File: src/rtl/fdiv_issue_ctrl_pkg.sv
// Shared types and helpers for the FP divide issue/retire controller.
//   state_e     : controller FSM states
//   fp_class_t  : per-operand classification {is_zero,is_inf,is_nan,is_snan}
//   FF_*        : bit positions inside the RISC-V fflags vector {NV,DZ,OF,UF,NX}
//   CANON_NAN   : canonical quiet NaN returned for invalid operations
package fdiv_issue_ctrl_pkg;

  typedef enum logic [1:0] {
    IDLE  = 2'd0,
    ISSUE = 2'd1,
    WAIT  = 2'd2,
    DONE  = 2'd3
  } state_e;

  localparam int unsigned FF_NV = 4;
  localparam int unsigned FF_DZ = 3;
  localparam int unsigned FF_OF = 2;
  localparam int unsigned FF_UF = 1;
  localparam int unsigned FF_NX = 0;

  localparam logic [31:0] CANON_NAN = 32'h7FC0_0000;

  typedef struct packed {
    logic is_zero;
    logic is_inf;
    logic is_nan;
    logic is_snan;
  } fp_class_t;

  // Denormals are deliberately not flagged: they are ordinary divider work.
  function automatic fp_class_t fp_classify(input logic [31:0] x);
    fp_class_t c;
    c.is_zero = (x[30:23] == 8'h00) && (x[22:0] == 23'd0);
    c.is_inf  = (x[30:23] == 8'hFF) && (x[22:0] == 23'd0);
    c.is_nan  = (x[30:23] == 8'hFF) && (x[22:0] != 23'd0);
    c.is_snan = c.is_nan && !x[22];
    return c;
  endfunction

  // Flags reconstructed from the shape of the divider result.
  function automatic logic [4:0] div_result_flags(input logic [31:0] s);
    logic [4:0] f;
    f = 5'b00000;
    if ((s[30:23] == 8'hFF) && (s[22:0] == 23'd0)) begin
      f[FF_OF] = 1'b1;
      f[FF_NX] = 1'b1;
    end else if ((s[30:23] == 8'h00) && (s[22:0] != 23'd0)) begin
      f[FF_UF] = 1'b1;
      f[FF_NX] = 1'b1;
    end else begin
      f = 5'b00000;
    end
    return f;
  endfunction

endpackage

File: src/rtl/fdiv_issue_ctrl_if.sv
// Request/response handshake bundle between a requester and fdiv_issue_ctrl.
//   req_* : divide request (valid/ready, operands, rounding mode, tag)
//   rsp_* : completion (valid/ready, result, fflags, tag, watchdog marker)
// master = requester side, slave = controller side.
interface fdiv_issue_ctrl_if #(parameter int TAG_W = 4);
  logic             req_valid;
  logic             req_ready;
  logic [31:0]      req_a;
  logic [31:0]      req_b;
  logic [1:0]       req_rm;
  logic [TAG_W-1:0] req_tag;
  logic             rsp_valid;
  logic             rsp_ready;
  logic [31:0]      rsp_result;
  logic [4:0]       rsp_flags;
  logic [TAG_W-1:0] rsp_tag;
  logic             rsp_timeout;

  modport master (
    output req_valid, req_a, req_b, req_rm, req_tag, rsp_ready,
    input  req_ready, rsp_valid, rsp_result, rsp_flags, rsp_tag, rsp_timeout
  );

  modport slave (
    input  req_valid, req_a, req_b, req_rm, req_tag, rsp_ready,
    output req_ready, rsp_valid, rsp_result, rsp_flags, rsp_tag, rsp_timeout
  );
endinterface

File: src/rtl/fdiv_issue_ctrl_special.sv
// Combinational special-operand resolver for single-precision division.
//   a, b       : operands
//   is_special : result is fully determined here, divider not needed
//   result     : special-case quotient (don't care when !is_special)
//   flags      : {NV,DZ,OF,UF,NX} for the special case
module fdiv_issue_ctrl_special
  import fdiv_issue_ctrl_pkg::*;
(
  input  logic [31:0] a,
  input  logic [31:0] b,
  output logic        is_special,
  output logic [31:0] result,
  output logic [4:0]  flags
);

  fp_class_t ca;
  fp_class_t cb;
  logic      sgn;

  assign ca  = fp_classify(a);
  assign cb  = fp_classify(b);
  assign sgn = a[31] ^ b[31];

  // Priority chain: NaN, invalid, divide-by-zero, infinite, zero quotient.
  always_comb begin
    is_special = 1'b1;
    result     = CANON_NAN;
    flags      = 5'b00000;
    if (ca.is_nan || cb.is_nan) begin
      flags[FF_NV] = ca.is_snan | cb.is_snan;
    end else if ((ca.is_zero && cb.is_zero) || (ca.is_inf && cb.is_inf)) begin
      flags[FF_NV] = 1'b1;
    end else if (cb.is_zero && !ca.is_inf) begin
      result       = {sgn, 8'hFF, 23'd0};
      flags[FF_DZ] = 1'b1;
    end else if (ca.is_inf) begin
      // Inf / 0 also lands here: infinite quotient, no DZ.
      result = {sgn, 8'hFF, 23'd0};
    end else if (ca.is_zero || cb.is_inf) begin
      result = {sgn, 8'h00, 23'd0};
    end else begin
      is_special = 1'b0;
      result     = 32'h0000_0000;
    end
  end

endmodule

File: src/rtl/fdiv_issue_ctrl.sv
// Issue/retire controller in front of the Newton-Raphson FP divider.
//   clk, clrn        : clock, async active-low reset (shared with the divider)
//   bus (slave)      : request/response handshake, see fdiv_issue_ctrl_if
//   div_a/b/rm       : divider operands, stable from ISSUE through WAIT
//   div_fdiv         : one-cycle start pulse (ISSUE)
//   div_ena          : divider enable (ISSUE and WAIT)
//   div_busy, div_s  : divider status and result (valid when busy falls)
// Special operands bypass the divider and respond one cycle after acceptance.
module fdiv_issue_ctrl
  import fdiv_issue_ctrl_pkg::*;
#(
  parameter int TAG_W   = 4,
  parameter int TIMEOUT = 31
) (
  input  logic                clk,
  input  logic                clrn,
  fdiv_issue_ctrl_if.slave    bus,
  output logic [31:0]         div_a,
  output logic [31:0]         div_b,
  output logic [1:0]          div_rm,
  output logic                div_fdiv,
  output logic                div_ena,
  input  logic                div_busy,
  input  logic [31:0]         div_s
);

  localparam logic [4:0] WD_MAX = 5'(TIMEOUT);

  state_e           state_q, state_d;
  logic [31:0]      a_q, a_d, b_q, b_d;
  logic [1:0]       rm_q, rm_d;
  logic [TAG_W-1:0] tag_q, tag_d;
  logic             seen_busy_q, seen_busy_d;
  logic [4:0]       wd_cnt_q, wd_cnt_d;
  logic [31:0]      result_q, result_d;
  logic [4:0]       flags_q, flags_d;
  logic             timeout_q, timeout_d;

  logic             sp_is_special;
  logic [31:0]      sp_result;
  logic [4:0]       sp_flags;
  logic             div_done_s;
  logic             wd_expired_s;

  fdiv_issue_ctrl_special u_special (
    .a          (bus.req_a),
    .b          (bus.req_b),
    .is_special (sp_is_special),
    .result     (sp_result),
    .flags      (sp_flags)
  );

  // Completion only counts after the divider has actually raised busy.
  assign div_done_s   = seen_busy_q && !div_busy;
  assign wd_expired_s = (wd_cnt_q == WD_MAX);

  // State register.
  always_ff @(posedge clk or negedge clrn) begin
    if (!clrn) begin
      state_q <= IDLE;
    end else begin
      state_q <= state_d;
    end
  end

  // Next-state logic.
  always_comb begin
    state_d = state_q;
    case (state_q)
      IDLE:  if (bus.req_valid) state_d = sp_is_special ? DONE : ISSUE;
             else               state_d = IDLE;
      ISSUE: state_d = WAIT;
      WAIT:  if (div_done_s || wd_expired_s) state_d = DONE;
             else                            state_d = WAIT;
      DONE:  if (bus.rsp_ready) state_d = IDLE;
             else               state_d = DONE;
      default: state_d = IDLE;
    endcase
  end

  // Handshake and divider control decoded from the state register.
  always_comb begin
    bus.req_ready = 1'b0;
    bus.rsp_valid = 1'b0;
    div_fdiv      = 1'b0;
    div_ena       = 1'b0;
    case (state_q)
      IDLE:  bus.req_ready = 1'b1;
      ISSUE: begin
        div_fdiv = 1'b1;
        div_ena  = 1'b1;
      end
      WAIT:  div_ena = 1'b1;
      DONE:  bus.rsp_valid = 1'b1;
      default: bus.req_ready = 1'b0;
    endcase
  end

  // Datapath: operand capture, watchdog, result selection.
  always_comb begin
    a_d         = a_q;
    b_d         = b_q;
    rm_d        = rm_q;
    tag_d       = tag_q;
    seen_busy_d = seen_busy_q;
    wd_cnt_d    = wd_cnt_q;
    result_d    = result_q;
    flags_d     = flags_q;
    timeout_d   = timeout_q;
    case (state_q)
      IDLE: begin
        if (bus.req_valid) begin
          a_d       = bus.req_a;
          b_d       = bus.req_b;
          rm_d      = bus.req_rm;
          tag_d     = bus.req_tag;
          result_d  = sp_result;
          flags_d   = sp_flags;
          timeout_d = 1'b0;
        end else begin
          a_d = a_q;
        end
      end
      ISSUE: begin
        wd_cnt_d    = 5'd0;
        seen_busy_d = 1'b0;
      end
      WAIT: begin
        seen_busy_d = seen_busy_q | div_busy;
        wd_cnt_d    = wd_expired_s ? wd_cnt_q : (wd_cnt_q + 5'd1);
        if (div_done_s) begin
          result_d  = div_s;
          flags_d   = div_result_flags(div_s);
          timeout_d = 1'b0;
        end else if (wd_expired_s) begin
          result_d  = CANON_NAN;
          flags_d   = 5'b10000;
          timeout_d = 1'b1;
        end else begin
          result_d = result_q;
        end
      end
      DONE: result_d = result_q;
      default: result_d = result_q;
    endcase
  end

  // Datapath registers.
  always_ff @(posedge clk or negedge clrn) begin
    if (!clrn) begin
      a_q         <= 32'd0;
      b_q         <= 32'd0;
      rm_q        <= 2'd0;
      tag_q       <= '0;
      seen_busy_q <= 1'b0;
      wd_cnt_q    <= 5'd0;
      result_q    <= 32'd0;
      flags_q     <= 5'd0;
      timeout_q   <= 1'b0;
    end else begin
      a_q         <= a_d;
      b_q         <= b_d;
      rm_q        <= rm_d;
      tag_q       <= tag_d;
      seen_busy_q <= seen_busy_d;
      wd_cnt_q    <= wd_cnt_d;
      result_q    <= result_d;
      flags_q     <= flags_d;
      timeout_q   <= timeout_d;
    end
  end

  assign div_a           = a_q;
  assign div_b           = b_q;
  assign div_rm          = rm_q;
  assign bus.rsp_result  = result_q;
  assign bus.rsp_flags   = flags_q;
  assign bus.rsp_tag     = tag_q;
  assign bus.rsp_timeout = timeout_q;

endmodule

File: src/flat_wrapper.sv
// flat-port wrapper written by rule: the top's interface ports become plain ports
module fdiv_issue_ctrl_flat import fdiv_issue_ctrl_pkg::*;
#(
  parameter int TAG_W   = 4,
  parameter int TIMEOUT = 31
)
  (clk, clrn, div_a, div_b, div_rm, div_fdiv, div_ena, div_busy, div_s, bus_req_valid, bus_req_a, bus_req_b, bus_req_rm, bus_req_tag, bus_rsp_ready, bus_req_ready, bus_rsp_valid, bus_rsp_result, bus_rsp_flags, bus_rsp_tag, bus_rsp_timeout);
  fdiv_issue_ctrl_if #(.TAG_W(TAG_W)) bus_i ();
  input  logic clk;
  input  logic clrn;
  output logic [31:0] div_a;
  output logic [31:0] div_b;
  output logic [1:0] div_rm;
  output logic div_fdiv;
  output logic div_ena;
  input  logic div_busy;
  input  logic [31:0] div_s;
  input wire logic [$bits(bus_i.req_valid)-1:0] bus_req_valid;
  input wire logic [$bits(bus_i.req_a)-1:0] bus_req_a;
  input wire logic [$bits(bus_i.req_b)-1:0] bus_req_b;
  input wire logic [$bits(bus_i.req_rm)-1:0] bus_req_rm;
  input wire logic [$bits(bus_i.req_tag)-1:0] bus_req_tag;
  input wire logic [$bits(bus_i.rsp_ready)-1:0] bus_rsp_ready;
  output wire logic [$bits(bus_i.req_ready)-1:0] bus_req_ready;
  output wire logic [$bits(bus_i.rsp_valid)-1:0] bus_rsp_valid;
  output wire logic [$bits(bus_i.rsp_result)-1:0] bus_rsp_result;
  output wire logic [$bits(bus_i.rsp_flags)-1:0] bus_rsp_flags;
  output wire logic [$bits(bus_i.rsp_tag)-1:0] bus_rsp_tag;
  output wire logic [$bits(bus_i.rsp_timeout)-1:0] bus_rsp_timeout;
  assign bus_i.req_valid = bus_req_valid;
  assign bus_i.req_a = bus_req_a;
  assign bus_i.req_b = bus_req_b;
  assign bus_i.req_rm = bus_req_rm;
  assign bus_i.req_tag = bus_req_tag;
  assign bus_i.rsp_ready = bus_rsp_ready;
  assign bus_req_ready = bus_i.req_ready;
  assign bus_rsp_valid = bus_i.rsp_valid;
  assign bus_rsp_result = bus_i.rsp_result;
  assign bus_rsp_flags = bus_i.rsp_flags;
  assign bus_rsp_tag = bus_i.rsp_tag;
  assign bus_rsp_timeout = bus_i.rsp_timeout;
  fdiv_issue_ctrl #(.TAG_W(TAG_W), .TIMEOUT(TIMEOUT)) u_core (.clk(clk), .clrn(clrn), .bus(bus_i), .div_a(div_a), .div_b(div_b), .div_rm(div_rm), .div_fdiv(div_fdiv), .div_ena(div_ena), .div_busy(div_busy), .div_s(div_s));
endmodule
File: config.mk
export PLATFORM = sky130hd
export DESIGN_NAME = fdiv_issue_ctrl_flat
export DESIGN_NICKNAME = d
export VERILOG_FILES = /design/src/rtl/fdiv_issue_ctrl_pkg.sv /design/src/rtl/fdiv_issue_ctrl_if.sv /design/src/rtl/fdiv_issue_ctrl_special.sv /design/src/rtl/fdiv_issue_ctrl.sv /design/src/flat_wrapper.sv
export SDC_FILE = /design/constraint.sdc
export NUM_CORES = 1
export LEC_CHECK = 0
export CORE_ASPECT_RATIO = 1.4
export CORE_UTILIZATION = 35
export DETAILED_ROUTE_END_ITERATION = 16
export PLACE_DENSITY = 0.72
export SLEW_MARGIN = 30
export SYNTH_ARGS = -nofsm -noshare
export SYNTH_HDL_FRONTEND = slang
export SYNTH_SLANG_ARGS = --single-unit
File: constraint.sdc
create_clock -name clk -period 2.9 [get_ports clk]
set_input_delay 0.29 -clock clk [delete_from_list [all_inputs] [get_ports clk]]
set_output_delay 0.29 -clock clk [all_outputs]
set_load 0.01 [all_outputs]
==> flow_summary.ini <==
[finish]
syn_to_final_growth_pct = 59.5
design_area_mm2 = 0.00795
layout-drive-gt1-share = 0.178
fin_nets = 764
n_fill_cell = 1208
antenna_cells = 0

[timing]
skew_ns = 0.00792
worst_slew_pin_slew_ns = 0.671
final_hold_viol_count = 3
post-route-min-period_ns = 2.18
finalSetupTns_ns = 0
rsz0062_at_grt = no
fin_crit_sh = 0.750
holdWs_ns = -0.0103
setup_viol = 0
max_clock_freq_mhz = 460
setup_ws_ns = 0.724
slew_viol_final = 0
max_slew_margin = 0.541

[detailed_routing]
ant_nets = 0
num_vias = 4244
post_drt_wl_per_cell_um = 16.9
drt-pass1-iter-count = 4
drc = 0
drt_iter0_drc = 123
via_per_inst = 5.00
wirelength_um = 14400

[pwr]
peakVddDrop_mv = 0.567
leakagePower_uw = 0.00338
power_density_mw_per_mm2 = 972
power_uw = 7730

[synthesis]
synthDominantCellAreaShare = 0.583
synth-edff-count = 0
netlist_area_mm2 = 0.00498
synthCells = 428
yosys_warnings = 0
yosysTopAreaCell = dfrtp_1
synthTopCellsByCount = 116 x dfrtp_1, 72 x nand2_1, 70 x mux2_2, 40 x nand3_1, 18 x clkbuf_1
ys_ff_latch = 116
synth_cell_type_count = 43
async_flop_share = 1.00
ys_top_cells_by_area = dfrtp_1 58%, mux2_2 16%, nand2_1 5.4%
yosysMostFrequentCell = dfrtp_1
avgSynthCellArea_um2 = 11.6
ys_seq_area_frac = 0.583
synth_ff_type = dfrtp_1
synthesis.nets = 541

[outcome]
violations = hold timing
status = finished with violations

[cts]
postCtsSetupBuffers = 0
clock-sinks = 116
cts-htree-levels = 4
clk-insertion-delay-late_ns = 0.40
cts-buffers-inserted = 17
cts_resized = 0
clk_pin_slew_worst_paths_ns = 0.05
cts_buffer_depth = 2
clock-root-buffer = clkbuf_16
cts_tree = built
holdBufCountCts = 0

[die]
placementRows = 51
die_area_mm2 = 0.0147
die_w_um = 103
chipHeight_um = 143
start_util = 0.358
io_pins = 219
fp.coreArea_mm2 = 0.0139

[grt]
grt_pass1_vias = 4539
grt_usage = 0.200
grt_pass1_wl_um = 22300
overflow = 0
antenna_found_initial = 0
grt_max_degree = 117

[worst_setup_path]
r2r_slack_ns = 0.72
worstPathArrival_ns = 2.49
end_kind = flop
path_max_fanout = 33
path_class = reg2reg
cp.required_ns = 3.22
cp-start-kind = flop

[placement]
gp_congestion = 0.739
placed_area_mm2 = 0.00740
detailed_place_hpwl_um = 10800
dp_slack_ns = 0.419
io_buffers = 218

[hold_path]
hold_class = in2async

[run]
max-cap-violations = 0
-- worst paths after layout --
kind                                           startpoint                   endpoint  depth (start not counted)
worst max-delay path                   u_core.wd_cnt_q[0]  u_core.bus.rsp_result[31]                          6
worst min-delay path                                 clrn  u_core.bus.rsp_result[14]                          2
worst max register to register         u_core.wd_cnt_q[0]  u_core.bus.rsp_result[31]                          6
worst min register to register  u_core.bus.rsp_result[11]  u_core.bus.rsp_result[11]                          2
max in group asynchronous                            clrn            u_core.div_a[0]                          2
min in group clk                u_core.bus.rsp_result[11]  u_core.bus.rsp_result[11]                          2
-- logic make-up (layout without fill, tap and decap cells) --
kind of cell	Yosys count	in the layout	share of synthesized area
DFF	116	116	0.583
xor gates and xnor gates	4	4	0.00703
adders and majority gates	6	6	0.0151
AOI/OAI and AO/OA	27	27	0.0374
buffers and inverters	23	259	0.0178
muxes	72	72	0.162
and+or+nand+nor	180	180	0.178
-- metrics by stage --
stage | util | instances
3_3_place_gp | 0.532 | 817
3_5_place_dp | 0.532 | 817
5_1_grt | 0.571 | 849
6_report | 0.571 | 849
2_1_floorplan | - | 428
4_1_cts | 0.571 | 849
-- sequential cells by signal (all words and copies together) (netlist names) --
| name | cells |
|---|---|
| u_core.div_a | 32 |
| u_core.bus.rsp_result | 32 |
| u_core.seen_busy_q | 1 |
| u_core.bus.rsp_flags | 5 |
| u_core.bus.rsp_timeout | 1 |
| u_core.state_q | 2 |
| u_core.div_b | 32 |
| u_core.bus.rsp_tag | 4 |
| u_core.wd_cnt_q | 5 |
| u_core.div_rm | 2 |
-- layout by cell type (no fill, tap or decap), types with 2 or more instances in the layout --
cell type,synthesis,layout
clkdlybuf4s50_1,0,217
dfrtp_1,116,116
nand2_1,72,71
mux2_2,70,70
nand3_1,40,40
clkbuf_16,0,17
nor2_1,16,16
nor4_1,15,15
nand4_1,10,10
o21ai_0,7,7
ha_1,6,6
clkinv_2,0,6
buf_4,0,5
or4_1,4,4
nor3_1,4,4
a21oi_1,4,4
or4_4,3,3
nor2b_1,3,3
o22ai_1,3,3
inv_1,3,3
nand2b_1,3,3
xor2_1,3,3
clkbuf_1,18,3
clkinvlp_4,0,3
a21boi_0,2,2
mux2i_1,2,2
o31ai_1,2,2
clkbuf_8,0,2
buf_12,0,2
-- area by class of cell --
type	instances	area [µm²]	area share
repair buffers	224	2250	0.283
multi-input cells	289	2000	0.252
clock inverters	10	82.6	0.0104
well taps	185	231	0.0291
clock buffers	22	464	0.0584
flip-flops and latches	116	2900	0.365
inverters	3	11.3	0.00142
-- worst max-delay path: stages, from the launching register on --
cell     delay, ns
dfrtp_1       0.39
ha_1          0.17
and3_1        0.16
ha_1          0.35
o221a_2       0.70
nand3_1       0.14
o22ai_1       0.18
-- where the power goes --
| group | internal [µW] | switching (µW) |
|---|---|---|
| clock network | 1210 | 704 |
| logic | 1830 | 1420 |
| registers | 2240 | 322 |
-- routing by layer --
layer	vias up	part of all wire	global-route usage	wire length [µm]
met3	15	0.082	0.0705	1190
met2	195	0.53	0.364	7680
met5	-	0	0	0
met4	0	0.0099	0.0593	143
li1	1969	-	-	-
met1	2065	0.37	0.214	5380
Note: power is estimated with default switching activity, not from simulation.
